==> src/rtl/uart_pkg.sv <==
// uart_pkg: shared FSM encoding, parity modes and data-width decode for the UART transmitter
package uart_pkg;
  typedef enum logic [2:0] {IDLE, START, DATA, PARITY, STOP} tx_state_t;
  localparam logic [1:0] PAR_EVEN = 2'b01;
  localparam logic [1:0] PAR_ODD  = 2'b10;
  function automatic logic [2:0] last_bit(input logic [1:0] data_bits);
    return 3'd4 + {1'b0, data_bits};
  endfunction
  function automatic logic parity_on(input logic [1:0] mode);
    return mode == PAR_EVEN || mode == PAR_ODD;
  endfunction
endpackage

==> src/rtl/sync_fifo.sv <==
// sync_fifo: single-clock show-ahead FIFO with full/empty flags and occupancy count
module sync_fifo #(
  parameter int WIDTH = 8,
  parameter int DEPTH = 16
) (
  input  logic                     clk,
  input  logic                     rst_n,
  input  logic                     push,
  input  logic                     pop,
  input  logic [WIDTH-1:0]         wr_data,
  output logic [WIDTH-1:0]         rd_data,
  output logic                     full,
  output logic                     empty,
  output logic [$clog2(DEPTH):0]   level
);
  localparam int AW = $clog2(DEPTH);
  logic [WIDTH-1:0] mem [DEPTH];
  logic [AW-1:0] wr_ptr, rd_ptr;
  logic do_push, do_pop;
  assign full    = level == (AW+1)'(DEPTH);
  assign empty   = level == '0;
  assign do_push = push && !full;
  assign do_pop  = pop && !empty;
  assign rd_data = mem[rd_ptr];
  // storage array; no reset needed since level gates every read
  always_ff @(posedge clk)
    if (do_push) mem[wr_ptr] <= wr_data;
  // pointers wrap naturally on the power-of-two depth; level tracks push minus pop
  always_ff @(posedge clk or negedge rst_n)
    if (!rst_n) begin
      wr_ptr <= '0;
      rd_ptr <= '0;
      level  <= '0;
    end else begin
      if (do_push) wr_ptr <= wr_ptr + 1'b1;
      if (do_pop) rd_ptr <= rd_ptr + 1'b1;
      level <= level + (AW+1)'(do_push) - (AW+1)'(do_pop);
    end
endmodule

==> src/rtl/uart_tx_fifo.sv <==
// uart_tx_fifo: FIFO-buffered UART transmitter with per-frame latched configuration
module uart_tx_fifo import uart_pkg::*; #(
  parameter int FIFO_DEPTH = 16,
  parameter int DIV_W      = 16
) (
  input  logic                          clk,
  input  logic                          rst_n,
  input  logic [7:0]                    tx_data,
  input  logic                          tx_valid,
  output logic                          tx_ready,
  input  logic [DIV_W-1:0]              cfg_div,
  input  logic [1:0]                    cfg_data_bits,
  input  logic [1:0]                    cfg_parity,
  input  logic                          cfg_stop2,
  output logic                          txd,
  output logic                          busy,
  output logic [$clog2(FIFO_DEPTH):0]   fifo_level
);
  tx_state_t state;
  logic [DIV_W-1:0] baud_cnt, div_l;
  logic [2:0] bit_cnt, bits_l;
  logic [1:0] par_l;
  logic stop2_l, par_acc;
  logic [7:0] shreg, rd_data;
  logic full, empty, pop, bit_end, last_stop, line;
  sync_fifo #(.WIDTH(8), .DEPTH(FIFO_DEPTH)) u_fifo (
    .clk(clk), .rst_n(rst_n), .push(tx_valid), .pop(pop), .wr_data(tx_data),
    .rd_data(rd_data), .full(full), .empty(empty), .level(fifo_level)
  );
  assign tx_ready  = !full;
  assign bit_end   = baud_cnt == div_l;
  assign last_stop = !stop2_l || bit_cnt[0];
  assign pop       = !empty && (state == IDLE || (state == STOP && bit_end && last_stop));
  // line level implied by the current state; registered below so txd lags state by one clock
  always_comb
    line = state == START ? 1'b0 : state == DATA ? shreg[0] : state == PARITY ? par_acc ^ (par_l == PAR_ODD) : 1'b1;
  // frame sequencer: a pop reloads config and data, otherwise advance one bit per baud period
  always_ff @(posedge clk or negedge rst_n)
    if (!rst_n) begin
      state    <= IDLE;
      baud_cnt <= '0;
      div_l    <= '0;
      bit_cnt  <= '0;
      bits_l   <= '0;
      par_l    <= '0;
      stop2_l  <= 1'b0;
      par_acc  <= 1'b0;
      shreg    <= '0;
      txd      <= 1'b1;
      busy     <= 1'b0;
    end else begin
      txd  <= line;
      busy <= state != IDLE;
      if (pop) begin
        state    <= START;
        baud_cnt <= '0;
        bit_cnt  <= '0;
        shreg    <= rd_data;
        par_acc  <= 1'b0;
        div_l    <= cfg_div;
        bits_l   <= last_bit(cfg_data_bits);
        par_l    <= cfg_parity;
        stop2_l  <= cfg_stop2;
      end else if (state != IDLE) begin
        baud_cnt <= bit_end ? '0 : baud_cnt + 1'b1;
        if (bit_end)
          case (state)
            START: state <= DATA;
            DATA: begin
              shreg   <= shreg >> 1;
              par_acc <= par_acc ^ shreg[0];
              bit_cnt <= bit_cnt == bits_l ? '0 : bit_cnt + 1'b1;
              if (bit_cnt == bits_l) state <= parity_on(par_l) ? PARITY : STOP;
            end
            PARITY: state <= STOP;
            STOP: begin
              bit_cnt <= bit_cnt + 1'b1;
              if (last_stop) state <= IDLE;
            end
            default: state <= IDLE;
          endcase
      end
    end
endmodule

==> config.mk <==
export PLATFORM = sky130hd
export DESIGN_NAME = uart_tx_fifo
export DESIGN_NICKNAME = d
export VERILOG_FILES = /design/src/rtl/uart_pkg.sv /design/src/rtl/sync_fifo.sv /design/src/rtl/uart_tx_fifo.sv
export SDC_FILE = /design/constraint.sdc
export NUM_CORES = 1
export LEC_CHECK = 0
export ABC_AREA = 1
export BUFFER_PORTS_ARGS = -buffer_cell sky130_fd_sc_hd__clkbuf_2
export CAP_MARGIN = 20
export CORE_MARGIN = 2
export CORE_UTILIZATION = 58
export DETAILED_ROUTE_END_ITERATION = 12
export PLACE_DENSITY = 0.8
export SYNTH_ARGS = -nofsm -noshare
export SYNTH_HDL_FRONTEND = slang
export SYNTH_SLANG_ARGS = --single-unit
==> constraint.sdc <==
create_clock -name clk -period 3.8 [get_ports clk]
set_input_delay 0.38 -clock clk [delete_from_list [all_inputs] [get_ports clk]]
set_output_delay 0.38 -clock clk [all_outputs]
set_load 0.02 [all_outputs]
==> key figures, run 1 <==
Global routing
  – First-pass GRT wire length: 29,070 um
  – Tot GR Track Use: 23.44%
  – Vias in the first global route: 5,880
  – Antenna violations before repair: 0
  – GR Overflow Total: 0
  – Largest net degree at the start of global routing: 67

Place
  – DP HPWL: 11,180 um
  – GPL Wtd Cong: 0.8735
  – PortBufs: 39
  – DP Area: 9002 um^2
  – Placed instance count: 1,042

Floorplanning
  – FP Rows: 44
  – Die footprint: 16,000 um^2
  – Die Y: 126.5 um
  – Starting Density: 59.66%
  – I/O pin total: 40
  – Die X-Extent: 126.5 um
  – Core area: 14,590 um^2

STA
  – Crit share post-route: 66.53%
  – Min Tclk post-route: 2528 ps
  – Slew Limit Headroom: 43.02%
  – RSZ-0062 raised after global routing: false
  – Fin. max-slew vios: 0
  – Final setup fails: 0
  – Clock Skew: 18.32 ps
  – Max Clock Freq: 395.6 MHz
  – Final Hold Fails: 0
  – Worst Tran Pin Value: 851.5 ps
  – Setup TNS: 0 ps

Layout
  – Fill cells: 1,066
  – Footprint of the multi-input gates: 2725 um^2
  – Ant. Diodes: 0
  – Syn-to-layout area delta: 10.32%
  – Final Instance Area: 9602 um^2
  – Nets: 924
  – Most frequent cells in the layout: 181 x nand2_1, 128 x edfxtp_1, 127 x nor2_1
  – Share of layout cells above drive strength 1: 10.79%
  – Non-filler cells, final: 1,074
  – Register area: 5548 um^2
  – Most common cell after layout, fill and taps aside: nand2_1

Synth
  – Synth Register Bits: 196
  – Post-Synth Adder-Cell Area: 2.243%
  – Mux cell area share after synthesis: 0%
  – Mapped cell area: 8703 um^2
  – Synthesized instance count: 848
  – Synth top area share: 44.16%
  – Largest family of logic cells by synthesized area: simple AND/OR/NAND/NOR gates
  – Synth cell types: 40
  – Simple-Gate Fraction of Synth Area: 16.17%
  – Seq/Total Area, Yosys: 63.73%
  – Largest cells by area after synthesis: edfxtp_1 44%, dfrtp_1 19%, nand2_1 7.8%
  – Compound-Gate Fraction of Synth Area: 10.58%
  – Avg Cell Area, Syn: 10.26 um^2
  – Cell taking the most area after synthesis: edfxtp_1
  – Post-synthesis xor/xnor area fraction: 2.315%
  – Yosys Warn Count: 0
  – Number of nets produced by synthesis: 895

Clocking
  – CTS Hold Buffers Added: 0
  – Root Buffer: clkbuf_16
  – Resized Gates After CTS: 0
  – Bufs on Longest Clock Path: 2
  – H-tree depth: 4
  – Setup repair bufs after CTS: 0
  – Clock sinks: 196
  – CTS buffer count: 17
  – Clk Latency, worst-skew pair: 430 ps
  – CTS tree: built
  – Worst-path clk slew: 70 ps

Power
  – Power Dens Cells: 785.9 nW/um^2
  – Pleak: 3.866 nW
  – Max rail drop VDD: 0.5230 mV

Route
  – Drt wl/cell: 16.66 um
  – Starting DRT DRC Count: 626
  – Wirelength, routed: 17,890 um
  – Drt drc: 0
  – Post-route ant nets: 0
  – Vias per Instance: 5.633
  – Vias: 6,050
  – Pre-antenna DRT Iters: 6

Setup path
  – Max incr delay on CP: 410 ps
  – CP Capture Type: flip-flop
  – Critical path class: reg2reg
  – Startpoint Class: flip-flop
  – Crit-path cells: inv_1 > ha_1 > nand4_1 > nand2_2 > inv_2 > ha_1 > inv_1 > ha_1 > fa_1 > a21oi_1 > nor2_1 > nor2_1 > xor2_1
  – Crit path top cell by count: ha_1
  – Critical path peak fanout: 3
  – Arr. time, crit path: 2890 ps
  – Slowest stage cell on the critical path: dfrtp_1
  – Critical path data required time: 4160 ps

Hold path
  – Hold Crit Class: in2async

Run status
  – Status: completed

Flow run
  – Max-cap violations: 0
-- worst max-delay path, delay by kind of cell, from the launching register on --
family          cells  cell delay [ps]
simple gates        4              530
fa+ha+maj           4             1040
buf+inv             3              180
flops               1              410
compound gates      1              150
xor+xnor            1              150
-- Yosys cell counts --
| cell | number |
|---|---|
| a211oi_1 | 1 |
| o21ai_0 | 99 |
| o211ai_1 | 20 |
| xnor2_1 | 4 |
| a21oi_1 | 9 |
| nor4_1 | 2 |
| clkbuf_2 | 1 |
| or2_2 | 2 |
| o21ai_4 | 1 |
| fa_1 | 1 |
| buf_4 | 2 |
| clkinv_1 | 2 |
| nand2_4 | 2 |
| nor2_1 | 127 |
| dfrtp_1 | 67 |
| o21ai_1 | 8 |
| ha_1 | 14 |
| a22oi_1 | 2 |
| nand2_2 | 2 |
| clkbuf_1 | 17 |
| o311ai_0 | 1 |
| buf_6 | 3 |
| nand3_2 | 1 |
| buf_2 | 14 |
| dfstp_2 | 1 |
| a31oi_1 | 1 |
| a32o_1 | 1 |
| nor2_2 | 2 |
| inv_1 | 55 |
| nand3_1 | 19 |
| xor2_1 | 19 |
| nand4_1 | 11 |
| o22ai_1 | 15 |
| inv_2 | 8 |
| nor3_1 | 1 |
| o31ai_1 | 1 |
| nand2_1 | 181 |
| o221ai_1 | 2 |
| edfxtp_1 | 128 |
| o21bai_1 | 1 |
-- worst paths after layout --
| check | from | to | slack, ps | depth (start not counted) |
|---|---|---|---|---|
| worst min register to register | par_l[1] | par_l[1] | 500 | 2 |
| max in group asynchronous | rst_n | txd | 2790 | 2 |
| worst min-delay path | rst_n | div_l[7] | 30 | 1 |
| worst max register to register | u_fifo.level[3] | u_fifo.level[4] | 1270 | 13 |
| worst max-delay path | u_fifo.level[3] | u_fifo.level[4] | 1270 | 13 |
| min in group clk | cfg_parity[1] | par_l[1] | 150 | 3 |
-- logic make-up after synthesis --
logic type      after synthesis
xor+xnor                     23
fa+ha+maj                    15
buf+inv                     102
compound gates              162
flops                       196
simple gates                350
-- flip-flops by register name (all words and copies together) (netlist names) --
register       flops
par_acc            1
u_fifo.level       5
u_fifo.rd_ptr      4
baud_cnt          16
bits_l             3
bit_cnt            3
busy               1
txd                1
state              3
div_l             16
par_l              2
u_fifo.wr_ptr      4
shreg              8
u_fifo.mem       128
stop2_l            1
-- power breakdown --
group	internal (W)	switching (W)	leakage (nW)	total (W)
clock	0.000996	0.000813	0.286	0.00181
combinational	0.000873	0.00189	1.57	0.00276
sequential	0.00271	0.000264	2.01	0.00298
-- per-layer routing --
metal | track usage, % | wire, um | vias to the layer above
li1 | - | - | 2932
met1 | 32.02 | 7407 | 2874
met2 | 37.84 | 8845 | 224
met3 | 4.892 | 1421 | 20
met4 | 8.145 | 218 | 0
met5 | 0 | 0 | -
-- through the flow --
stage / util [%] / power [W] / worst slack [ps] / hold WS (ps)
CTS: 65.81 / 0.007557 / 1279 / 48.77
detailed placement: 61.71 / 0.005733 / 1312 / 479.3
global placement: 61.71 / 0.005652 / 1373 / 475.3
finish: 65.81 / 0.007546 / 1272 / 26.93
global route: 65.81 / 0.008069 / 1011 / 83.52
floorplan: - / 0.005040 / 1230 / 84.41
-- final cells by class --
| class | count | share of cell area, % |
|---|---|---|
| Multi-Input combinational cell | 550 | 28.38 |
| Clock inverter | 13 | 1.733 |
| Timing Repair Buffer | 47 | 2.658 |
| Clock buffer | 19 | 4.509 |
| Tap cell | 184 | 2.398 |
| Inverter | 65 | 2.541 |
| Sequential cell | 196 | 57.78 |
Power figures use the tool's default switching activity.
==> inputs of run 2 (changes only) <==
Clock period 3.8 ns to 2.4 ns, I/O delays scaled along.
==> key figures, run 2 (synthesized netlist as in run 1, its figures left out) <==
Run status
  – Status: completed

STA
  – Min Tclk post-route: 2385 ps (-143.5 ps)
  – Final setup fails: 0 (unchanged)
  – Hold slack: 16.76 ps (-10.16 ps)
  – Fin. max-slew vios: 0 (unchanged)
  – Crit share post-route: 99.35% (+33 points)
  – Worst Tran Pin Value: 889.7 ps (+38.15 ps)
  – Clock Skew: 9.730 ps (-8.590 ps)
  – RSZ-0062 raised after global routing: true
  – Max Clock Freq: 419.4 MHz (+6.0%)
  – Final Hold Fails: 0 (unchanged)
  – Slew Limit Headroom: 40.69% (-2.3 points)
  – Setup TNS: 0 ps (unchanged)

Power
  – Max rail drop VDD: 0.7169 mV (+37%)
  – Pleak: 3.990 nW (+3.2%)
  – Power Dens Cells: 1223 nW/um^2 (+56%)

Setup path
  – Crit path top cell by count: nand2_1
  – Worst Setup SP: baud_cnt[5]
  – Setup slack, reg-to-reg: 20 ps (-1260 ps)
  – Reg2reg path depth: 17 (+4)
  – Slowest stage cell on the critical path: dfrtp_1
  – Arr. time, crit path: 2750 ps (-140 ps)
  – FF-to-FF End: u_fifo.level[4]
  – Startpoint Class: flip-flop
  – Critical path class: reg2reg
  – Max incr delay on CP: 400 ps (about the same)
  – Critical path peak fanout: 3 (unchanged)
  – Worst Setup EP: u_fifo.level[4]
  – Critical R2R Launch: baud_cnt[5]
  – CP Capture Type: flip-flop
  – Critical path data required time: 2760 ps (-1400 ps)
  – Crit-path cells: nand2_1 > nand2_1 > nor2_1 > nand2_1 > nor2_2 > nand3_1 > nand2_1 > nand2_2 > inv_2 > ha_1 > inv_1 > ha_2 > fa_2 > a21oi_2 > nor2_1 > nor2_1 > xor2_1

Global routing
  – Antenna violations before repair: 0 (unchanged)
  – First-pass GRT wire length: 30,020 um (+3.3%)
  – GR Overflow Total: 0 (unchanged)
  – Tot GR Track Use: 24.40% (+0.96 points)
  – Largest net degree at the start of global routing: 67 (unchanged)
  – Vias in the first global route: 6,046 (+2.8%)

Place
  – GPL Wtd Cong: 0.8439 (-3.4%)
  – PortBufs: 39 (unchanged)
  – DP HPWL: 11,650 um (+4.2%)
  – Placed instance count: 1,065 (+2.2%)
  – DP Area: 9211 um^2 (+2.3%)

Route
  – Drt wl/cell: 16.95 um (+1.7%)
  – Drt drc: 0 (unchanged)
  – Post-route ant nets: 0 (unchanged)
  – Starting DRT DRC Count: 637 (+1.8%)
  – Pre-antenna DRT Iters: 5 (-1)
  – Vias per Instance: 5.634 (about the same)
  – Vias: 6,192 (+2.3%)
  – Wirelength, routed: 18,630 um (+4.1%)

Floorplanning
  – Die footprint: 16,000 um^2 (unchanged)
  – FP Rows: 44 (unchanged)
  – Die X-Extent: 126.5 um (unchanged)
  – Die Y: 126.5 um (unchanged)
  – I/O pin total: 40 (unchanged)
  – Core area: 14,590 um^2 (unchanged)
  – Starting Density: 59.66% (unchanged)

Clocking
  – Setup repair bufs after CTS: 0 (unchanged)
  – Root Buffer: clkbuf_16
  – H-tree depth: 4 (unchanged)
  – CTS tree: built
  – Clk Latency, worst-skew pair: 440 ps (about the same)
  – CTS buffer count: 17 (unchanged)
  – Bufs on Longest Clock Path: 2 (unchanged)
  – Clock sinks: 196 (unchanged)
  – Worst-path clk slew: 70 ps (about the same)

Layout
  – Biggest register: u_fifo.mem
  – Ant. Diodes: 0 (unchanged)
  – Syn-to-layout area delta: 13.11%
  – Largest register FFs: 128 (unchanged)
  – Share of layout cells above drive strength 1: 15.30% (+4.5 points)
  – Most common cell after layout, fill and taps aside: nand2_1
  – Top flop regs: u_fifo.mem (128), baud_cnt (16), div_l (16)
  – Finished Core Util: 67.48% (+1.7 points)
  – Final Instance Area: 9844 um^2 (+2.5%)
  – Most frequent cells in the layout: 181 x nand2_1, 128 x edfxtp_1, 116 x nor2_1
  – Nets: 951 (+2.9%)
  – Non-filler cells, final: 1,099 (+2.3%)

Flow run
  – Max-cap violations: 0 (unchanged)

Hold path
  – Hold Crit Class: in2reg
==> run 2: cell type report <==
class | instances | area (um^2)
clock buffer | 17 | 425.4
clock inverter | 13 | 140.1
fill | 1055 | 4745
inverter | 65 | 244.0
multi-input combinational | 550 | 2761
sequential | 196 | 5550
tap | 184 | 230.2
timing repair buffer | 74 | 493.0
==> run 2: through the flow <==
step | setup slack [ps] | power [W]
2_1_floorplan | -54.83 | 0.008031
3_3_place_gp | 33.50 | 0.009089
3_5_place_dp | -42.65 | 0.009239
4_1_cts | -16.35 | 0.01205
5_1_grt | -232.2 | 0.01287
6_report | 15.48 | 0.01204
==> run 2: worst max-delay path, delay by kind of cell, from the launching register on <==
kind	cells	cell delay, ps
flops	1	400
compound gates	1	120
simple gates	10	910
buf+inv	2	100
fa+ha+maj	3	650
xor+xnor	1	150
==> run 2: worst min path at each step <==
| stage | startpoint | end | slack, ps | cells past startpoint |
|---|---|---|---|---|
| floorplan | rst_n | baud_cnt[0] | -60 | 0 |
| CTS | cfg_div[2] | div_l[2] | 2 | 3 |
| finish | cfg_div[2] | div_l[2] | 20 | 3 |
| detailed placement | rst_n | u_fifo.level[4] | 410 | 1 |
| global placement | rst_n | bits_l[1] | 400 | 1 |
| global route | cfg_div[11] | div_l[11] | 20 | 3 |
==> run 2: timing repair <==
item | 4_1_cts | 5_1_grt
gates resized for setup | 2 | 10
pin swaps | 2 | 0
endpoints found under the hold margin | 39 | 0
hold buffers | 4 | 0
setup endpoints to repair | 9 | 73
==> run 2: where the power goes <==
part | internal (W) | leakage (nW) | switching [W]
Clock | 0.00146 | 0.279 | 0.00131
Combinational | 0.00152 | 1.70 | 0.00309
Sequential | 0.00430 | 2.01 | 0.000358
==> run 2: metal layers <==
| metal | vias to the layer above | GRT usage, % | wire length (um) |
|---|---|---|---|
| met5 | - | 0 | 0 |
| met4 | 0 | 9.825 | 293 |
| met3 | 27 | 5.652 | 1062 |
| met2 | 200 | 41.15 | 9577 |
| met1 | 2985 | 30.68 | 7694 |
| li1 | 2980 | - | - |
